[src/rtl/cmp_pkg.sv]
// Shared types for the serial magnitude comparator: FSM states and result flags.
package cmp_pkg;

    typedef enum logic [1:0] {
        IDLE,
        SHIFT,
        DONE
    } cmp_state_t;

    typedef struct packed {
        logic gt;
        logic eq;
        logic lt;
    } cmp_result_t;

    localparam cmp_result_t RES_CLEAR = '{gt: 1'b0, eq: 1'b0, lt: 1'b0};
    localparam cmp_result_t RES_EQUAL = '{gt: 1'b0, eq: 1'b1, lt: 1'b0};

endpackage

[src/rtl/greater_than_serial.sv]
// Bit-serial comparator of two WIDTH-bit operands; MSB-first by default,
// LSB-first when CMP_LSB_FIRST_EN is defined.
module greater_than_serial
    import cmp_pkg::*;
#(
    parameter int unsigned WIDTH = 2
) (
    input  logic clk,
    input  logic rst,
    input  logic start,
    input  logic bit_valid,
    input  logic a_bit,
    input  logic b_bit,
    output logic busy,
    output logic done,
    output logic gt,
    output logic eq,
    output logic lt
);

    localparam int unsigned CNT_W = $clog2(WIDTH + 1);
    localparam logic [CNT_W-1:0] CNT_LAST = CNT_W'(WIDTH - 1);
    localparam logic [CNT_W-1:0] CNT_FULL = CNT_W'(WIDTH);

    cmp_state_t       r_state;
    cmp_state_t       w_state_next;
    logic [CNT_W-1:0] r_cnt;
    logic [CNT_W-1:0] w_cnt_next;
    cmp_result_t      r_res;
    cmp_result_t      w_res_next;
    logic             w_diff;

    assign w_diff = a_bit ^ b_bit;

    always_comb begin
        w_state_next = r_state;
        w_cnt_next   = r_cnt;
        w_res_next   = r_res;
        case (r_state)
            IDLE: begin
                // Bits presented alongside start are deliberately not sampled.
                if (start) begin
                    w_state_next = SHIFT;
                    w_cnt_next   = '0;
                    w_res_next   = RES_EQUAL;
                end
            end
            SHIFT: begin
                if (bit_valid) begin
                    if (r_cnt != CNT_FULL) begin
                        w_cnt_next = r_cnt + 1'b1;
                    end
`ifdef CMP_LSB_FIRST_EN
                    // Later bits are more significant, so the last difference wins.
                    if (w_diff) begin
                        w_res_next = '{gt: a_bit, eq: 1'b0, lt: b_bit};
                    end
`else
                    if (w_diff && r_res.eq) begin
                        w_res_next = '{gt: a_bit, eq: 1'b0, lt: b_bit};
                    end
`endif
                    if (r_cnt == CNT_LAST) begin
                        w_state_next = DONE;
                    end
                end
            end
            DONE: begin
                w_state_next = IDLE;
            end
            default: begin
                w_state_next = IDLE;
            end
        endcase
    end

    always_ff @(posedge clk) begin
        if (rst) begin
            r_state <= IDLE;
            r_cnt   <= '0;
            r_res   <= RES_CLEAR;
        end else begin
            r_state <= w_state_next;
            r_cnt   <= w_cnt_next;
            r_res   <= w_res_next;
        end
    end

    assign busy = (r_state != IDLE);
    assign done = (r_state == DONE);
    assign gt   = r_res.gt;
    assign eq   = r_res.eq;
    assign lt   = r_res.lt;

endmodule
[config.mk]
export PLATFORM = sky130hd
export DESIGN_NAME = greater_than_serial
export DESIGN_NICKNAME = d
export VERILOG_FILES = /design/src/rtl/cmp_pkg.sv /design/src/rtl/greater_than_serial.sv
export SDC_FILE = /design/constraint.sdc
export NUM_CORES = 1
export LEC_CHECK = 0
export ABC_CLOCK_PERIOD_IN_PS = 1800
export CAP_MARGIN = 20
export CORE_MARGIN = 1
export CORE_UTILIZATION = 27
export DETAILED_ROUTE_END_ITERATION = 8
export GPL_TIMING_DRIVEN = 0
export HOLD_SLACK_MARGIN = 0.02
export SETUP_SLACK_MARGIN = 0.15
export SYNTH_ARGS = -nofsm -noshare
export SYNTH_HDL_FRONTEND = slang
export SYNTH_SLANG_ARGS = --single-unit
[constraint.sdc]
create_clock -name clk -period 1.8 [get_ports clk]
set_input_delay 0.27 -clock clk [delete_from_list [all_inputs] [get_ports clk]]
set_output_delay 0.27 -clock clk [all_outputs]
set_load 0.02 [all_outputs]
==> results.md <==
- The flow ran to the end, and the final reports show no timing, DRC or antenna violations.
- The estimated wirelength of the detail-placed design is 533 µm.
- The proportion of synthesized chip area in sequential cells is 0.360.
- The worst register-to-register path has a depth of 5.
- The die height is 40.0 µm.
- On the final layout, the worst clock skew is 0.00440 ns.
- OpenSTA, run right after detailed placement, puts the worst setup slack at 0.293 ns.
- The endpoint identified for the worst register-to-register timing path is r_cnt[1].
- The startpoint of the worst-slack reg-to-reg timing path is r_cnt[0].
- The cell area after synthesis is 389 µm².
- For this run, the top clock speed supported by timing is 667 MHz.
- Dividing the detail-routed via count by the number of cells gives 4.63.
- The area growth from synthesis to layout is 37.3%.
- VDD sags by at most 0.000285 V.
- Setup violations remaining at the end of the flow were counted as 0.
- The worst hold path passes through 2 cells.
- The met2 routing resource usage after global routing is 0.145.
- TritonCTS built the clock tree.
- The initial core utilization is 0.295.
- The longest clock path from root to sink contains 2 buffers.
- The number of cells after detailed placement is 64.
- Of the cells placed in the final design, the portion with a size suffix greater than 1 is 0.189.
- Global routing finished with a remaining overflow of 0.
- The buffering stage count on the worst path with inverters included is 1.
- The H-tree depth reported by CTS is 1.
- The count of distinct cell types in the synthesized netlist is 21.
- The origin of the worst min-delay path is gt.
- Hold timing on the final database bottoms out at a slack of 0.492 ns.
- The min-delay analysis places its worst path in the category flip-flop to flip-flop.
- The number of clock buffers added by TritonCTS is 3.
- Summed over all layers, the routed wires come to 721 µm.
- After synthesis the netlist holds a flip-flop and latch count of 7.
- In the post-route analysis, the smallest setup slack over all paths is 0.301 ns.
- The global-route track usage on met3 is 0.106.
- The number of fillers in the final layout is 126.
- Once detail routing completed, the nets flagged for antenna violations numbered 0.
- After routing, the total negative slack on setup checks comes to 0 ns.
- The met1 demand-to-capacity share in global routing is 0.131.
- The number of ports placed on the die boundary is 11.
- The minimum setup slack among reg-to-reg paths is 0.72 ns.
- The finished cells cover 534 µm².
- The insertion delay of the later-clocked pin in the worst-skew pair is 0.26 ns.
- When the netlist entered floorplanning its net count stood at 47.
- Setup repair after global routing left no endpoint under its margin.
- The area of placed instances is 508 µm².
- The critical path startpoint category is a flip-flop.
- The shortest clock period the worst path allows after layout is 1.50 ns.
- The data arrival at the endpoint of the critical path is 1.23 ns.
- The number of clock sinks is 7.
- The cell chosen for the clock root is sky130_fd_sc_hd__clkbuf_4.
- The violation count after the first detailed-routing iteration is 5.
- The number of antenna violations at the first check in global routing is 0.
- In the layout the commonest cells are 8 x sky130_fd_sc_hd__clkdlybuf4s50_1, 5 x sky130_fd_sc_hd__dfxtp_1, 4 x sky130_fd_sc_hd__mux2i_1.
- Summing all flip-flop and latch instances after layout gives 143 µm².
- The pin count of the biggest net entering global routing is 9.
- The total die area is 1600 µm².
- Dividing the final minimum period by the clock period gives 0.833.
- The largest stage delay on the critical path is 0.61 ns.
- Of all nets on the critical path, the largest fanout is 3.
- The worst setup path is captured at an output pin.
- The number of global-route vias before repair is 267.
- Broken down by cell family, the worst path's largest delay share belongs to buffers and inverters.
- Summing over every cut layer, the via total after detailed routing is 315.
- The critical path is of the flip-flop to output pin type.
- The final net count is 62.
- The library cell used most frequently in the layout, excluding fill and tap cells, is sky130_fd_sc_hd__clkdlybuf4s50_1.
- The slew of the pin with the lowest slew margin is 0.339 ns.
- Once the clock tree was built, the setup fixing pass inserted 0 buffers.
- The post-layout total power is 0.378 mW.
- After synthesis, the mean cell area works out to 9.98 µm².
- At the end of routability-driven placement, the weighted congestion stood at 0.623.
- The number of antenna diodes in the final layout is 0.
- For this design the static power due to leakage is 0.223 nW.
- Synthesis handed over a netlist of 39 instances.
- The standard cell core area is 1320 µm².
- The path with the worst hold slack has its endpoint at gt.
- The final-report hold violation count is 0.
- Dividing total power by cell area gives a power density of 708 nW/µm².
- The global-route usage over all layers is 0.119.
- The final count of pins violating max slew came to 0.
- From left edge to right edge, the die measures 40.0 µm.
- The finished layout holds 68 standard cells, fillers aside.
- The first detailed-routing pass took 2 iterations.
- During synthesis, Yosys emitted a total of 0 warnings.
- For this design, the slowest cell found on the critical path is sky130_fd_sc_hd__clkdlybuf4s50_1.
- The multi-input combinational cells in the finished layout cover a total of 238 µm².
- The relative slew slack is 0.773.
- After clock tree synthesis, the clock-pin slew on the worst setup and hold paths is 0.06 ns.
- The busiest layer in global routing is met2.
- At the end of the flow the core is filled with cells to 0.406.
- The critical path goes through clkdlybuf4s50_1.
- The wire length per cell after detailed routing is 10.6 µm.
- At the worst endpoint, the required time is 1.53 ns.
- The number of rows created at floorplan is 13.
- For this run, design rule violations remaining after detail routing come to 0.
- The global-route wire length before repair is 1100 µm.
- Port buffering added 10 buffers.
- The max-capacitance violation count is 0.
final cells by class:
class / instances / share of cell area
timing repair buffer: 10 / 0.183
sequential: 7 / 0.267
inverter: 3 / 0.0211
clock buffer: 4 / 0.0492
multi-input combinational: 29 / 0.445
tap: 15 / 0.0351
where the power goes:
group	total, mW	switching (mW)	internal (mW)
logic	0.0623	0.0283	0.0339
clock network	0.148	0.0628	0.0849
registers	0.168	0.00684	0.162
worst reg2reg max path, stage by stage, from the launching register on:
cell                      delay, ns
sky130_fd_sc_hd__dfxtp_1       0.32
sky130_fd_sc_hd__inv_1         0.08
sky130_fd_sc_hd__ha_1          0.14
sky130_fd_sc_hd__inv_1         0.04
sky130_fd_sc_hd__a31oi_2       0.23
sky130_fd_sc_hd__mux2i_1       0.21
layer usage:
| metal | wire (µm) | vias up |
|---|---|---|
| met5 | 0 | - |
| met4 | 5 | 0 |
| met3 | 68 | 2 |
| met2 | 313 | 9 |
| met1 | 334 | 138 |
| li1 | - | 166 |
cell usage after synthesis, drive strengths merged:
master  n  area share
nor3b   2       0.064
nand3b  2       0.039
nor3    1       0.013
o21ai   1       0.013
or3b    1       0.023
mux2i   4        0.10
nand2   3       0.029
or2     1       0.016
and3    1       0.016
inv     3       0.029
a311oi  1       0.023
nand3   1       0.013
nand4   1       0.032
nor2    1      0.0096
xor2    1       0.023
nand2b  3       0.048
nor2b   2       0.051
ha      2       0.064
a31oi   1       0.032
dfxtp   7        0.36
state kept, by name (all words and copies together) (netlist names):
signal   cells
eq           1
r_state      2
gt           1
r_cnt        2
lt           1
logic make-up after synthesis:
kind of cell / count (synthesis) / share of synthesized area
AO/OA/AOI/OAI: 3 / 0.0675
XOR/XNOR: 1 / 0.0225
adder cells (fa/ha/maj): 2 / 0.0643
buffers and inverters: 3 / 0.0289
flip-flops: 7 / 0.360
multiplexers: 4 / 0.103
AND/OR/NAND/NOR: 19 / 0.354
worst max path at each step:
| stage | from | to | slack (ns) | depth (start not counted) |
|---|---|---|---|---|
| finish | eq | eq | 0.30 | 1 |
| global route | eq | eq | 0.22 | 1 |
| CTS | eq | eq | 0.28 | 1 |
| detailed placement | r_state[1] | done | 0.29 | 2 |
| global placement | r_state[1] | done | 0.29 | 2 |
| floorplan | r_state[1] | done | 0.71 | 1 |
timing repair:
| item | CTS | global route |
|---|---|---|
| hold buffers | 0 | 0 |
| resized for setup | 4 | 0 |
| setup endpoints to repair | 2 | 0 |
No activity file was read; power rests on OpenSTA's default activity.
==> variant (same settings) <==
The 3 states of `cmp_state_t` get a one-hot encoding in 3 bits.
--- a/src/rtl/cmp_pkg.sv
+++ b/src/rtl/cmp_pkg.sv
@@ -3,6 +3,6 @@
 
-    typedef enum logic [1:0] {
-        IDLE,
-        SHIFT,
-        DONE
+    typedef enum logic [2:0] {
+        IDLE  = 3'b001,
+        SHIFT = 3'b010,
+        DONE  = 3'b100
     } cmp_state_t;
Behaviour: same outputs for any inputs over 10 cycles, from zero or initial values and one cycle with rst high; not proved beyond that.
==> variant against the original RTL <==
- design area up 4.7%
- total power is 3.6% higher
- fmax fell by 5.5%
- sequential share of layout area is 1.9 points higher
- setup slack worse by 0.087 ns
- wire length grew 21%
- first-iteration DRC count fell by 60%
- largest cell class unchanged
- sequential cell count rose by 1
- synthesized area rose by 5.5%
==> variant: results (changes against the original RTL) <==
----------------------------------------------------
[Status]
  Status ... finished, final reports clean

[Final layout]
  Nets ... 72 (+16%)
  Layout cell share with drive strength beyond 1 ... 16.13% (-2.7 points)
  Regs by FF count ... r_state (3), r_cnt (2)
  Fillcell total ... 155 (+23%)
  Antenna cells ... 0 (unchanged)

[Worst setup path]
  Capture point of the critical path ... busy
  Reg2reg path depth ... 4 (-1)
  Biggest fanout along the worst timing path ... 10 (+7)
  FF-to-FF setup slack ... 0.44 ns (-0.28 ns)
  Peak per-stage delay on the critical path ... 0.47 ns (-0.14 ns)
  Critical path origin ... r_state[2]$_SDFFE_PP0P_
  Master of the slowest instance on the critical path ... or3b_2

[Synth]
  Net count after synthesis ... 57 (+21%)
  Xor/xnor share of the synthesized area ... 0% (-2.3 points)
  Multiplexer area fraction after synthesis ... 0% (-10 points)
  Top area cells in the synthesized netlist ... dfxtp_1, o21ai_0, a21oi_1, ha_1, nand2b_1
  Sequential area share after synthesis ... 39.02% (+3.0 points)
  Dominant register cell in the synthesized netlist ... dfxtp_1
  Compound-Gate Fraction of Synth Area ... 18.60% (+12 points)
  Top cells by instance count after synthesis ... dfxtp_1, o21ai_0, a21oi_1
  Adder-cell share of the synthesized area ... 6.098% (-0.33 points)

[Timing]
  Largest clock skew in the final design ... 0.001951 ns (-0.002449 ns)
  Measured slew at the worst slew-check pin ... 0.2677 ns (-0.07096 ns)

[Hold path]
  Hold wc startpoint ... lt$_SDFFE_PP0P_
  Worst Hold Path Cells ... 2 (unchanged)
  Capture endpoint of the worst hold path ... lt$_SDFFE_PP0P_
  Class of the tightest hold or removal check ... register to register

[Power and ir drop]
  Static power due to leakage ... 0.1944 nW (-13%)
  VDD IR max ... 0.3304 mV (+16%)

[Place]
  Global placement routability congestion ... 0.7354 (+18%)
  HPWL reported at the end of detailed placement ... 629.3 um (+18%)

[Global route]
  Wire length of the first global-routing pass ... 1373 um (+24%)
  Maximum number of pins on one net before global-route repair ... 11 (+2)
  GR Util All Layers ... 14.01% (+2.1 points)
  Via count of the first global-routing pass ... 350 (+31%)

[Run]
  Maximum Capacitance Violations ... 0 (unchanged)

[Clock network]
  Clock Latency Late Sink ... 0.26 ns (about the same)
  Clock Root Buffer ... clkbuf_4
  Clock-pin slew of the registers on the worst-case setup and hold paths ... 0.06 ns (about the same)
  Post-cts repair resize count ... 6 (+2)
  Max clock buf depth ... 2 (unchanged)
  Buffers inserted by post-CTS timing repair ... 0 (unchanged)
  Inserted Clock Buffers ... 3 (unchanged)
  Level count of the clock H-tree ... 1 (unchanged)

[Route]
  Number of iterations in the first detailed-routing pass ... 2 (unchanged)
  Iter 0 DRT Violations ... 2 (-3)
  Routed via count ... 383 (+22%)
  Final WL ... 870 um (+21%)

----------------------------------------------------
## variant: cell count changes in the layout (fill, tap and decap cells not counted), moves of 3 or more
cell,delta
a21oi_1,+5
o21ai_0,+5
mux2i_1,-4
dfxtp_1,+3
## variant: area by class of cell
class / count / area share [%]
Clock buffer: 3 / 4.027
Buffer: 1 / 2.013
Sequential cell: 8 / 28.64
Multi-Input combinational cell: 37 / 42.06
Tap cell: 15 / 3.356
Timing Repair Buffer: 10 / 17.90
Inverter: 3 / 2.013
## variant: per-stage QoR
step,instance area (um2),hold slack [ns],instances,util [%],setup WS (ns)
after global routing,559.3,0.5052,77,41.43,0.1631
after global placement,529.3,0.4718,74,39.20,0.02174
after floorplan,410.4,0.3391,49,-,0.4478
after CTS,546.8,0.4833,77,40.50,0.1560
after detailed placement,529.3,0.4731,74,39.20,0.01981
final,559.3,0.4754,77,41.43,0.2134
## variant: cell families after synthesis
kind of cell	count (synthesis)
flip-flops	8
AND/OR/NAND/NOR	21
buffers and inverters	4
adder cells (fa/ha/maj)	2
AO/OA/AOI/OAI	14
## variant: metal layers
layer  global-route usage [%]  share of wire, %  vias to the layer above
met2                    21.09                44                       12
met4                    10.00               2.2                        0
met1                    14.29                48                      170
met3                    8.152               5.6                        2
met5                        0                 0                        -
li1                         -                 -                      199
## variant: power by group
part / internal [W] / total (W) / leakage, nW / switching, W
Clock: 0.0000767 / 0.000144 / 0.0138 / 0.0000671
Combinational: 0.0000323 / 0.0000595 / 0.115 / 0.0000272
Sequential: 0.000183 / 0.000189 / 0.0652 / 0.00000567
## variant: worst max-delay path: cells and delay by family (launching register included)
kind                   cells  cell delay (ns)
buffers and inverters      2             0.27
AND/OR/NAND/NOR            1             0.47
flip-flops                 1             0.31
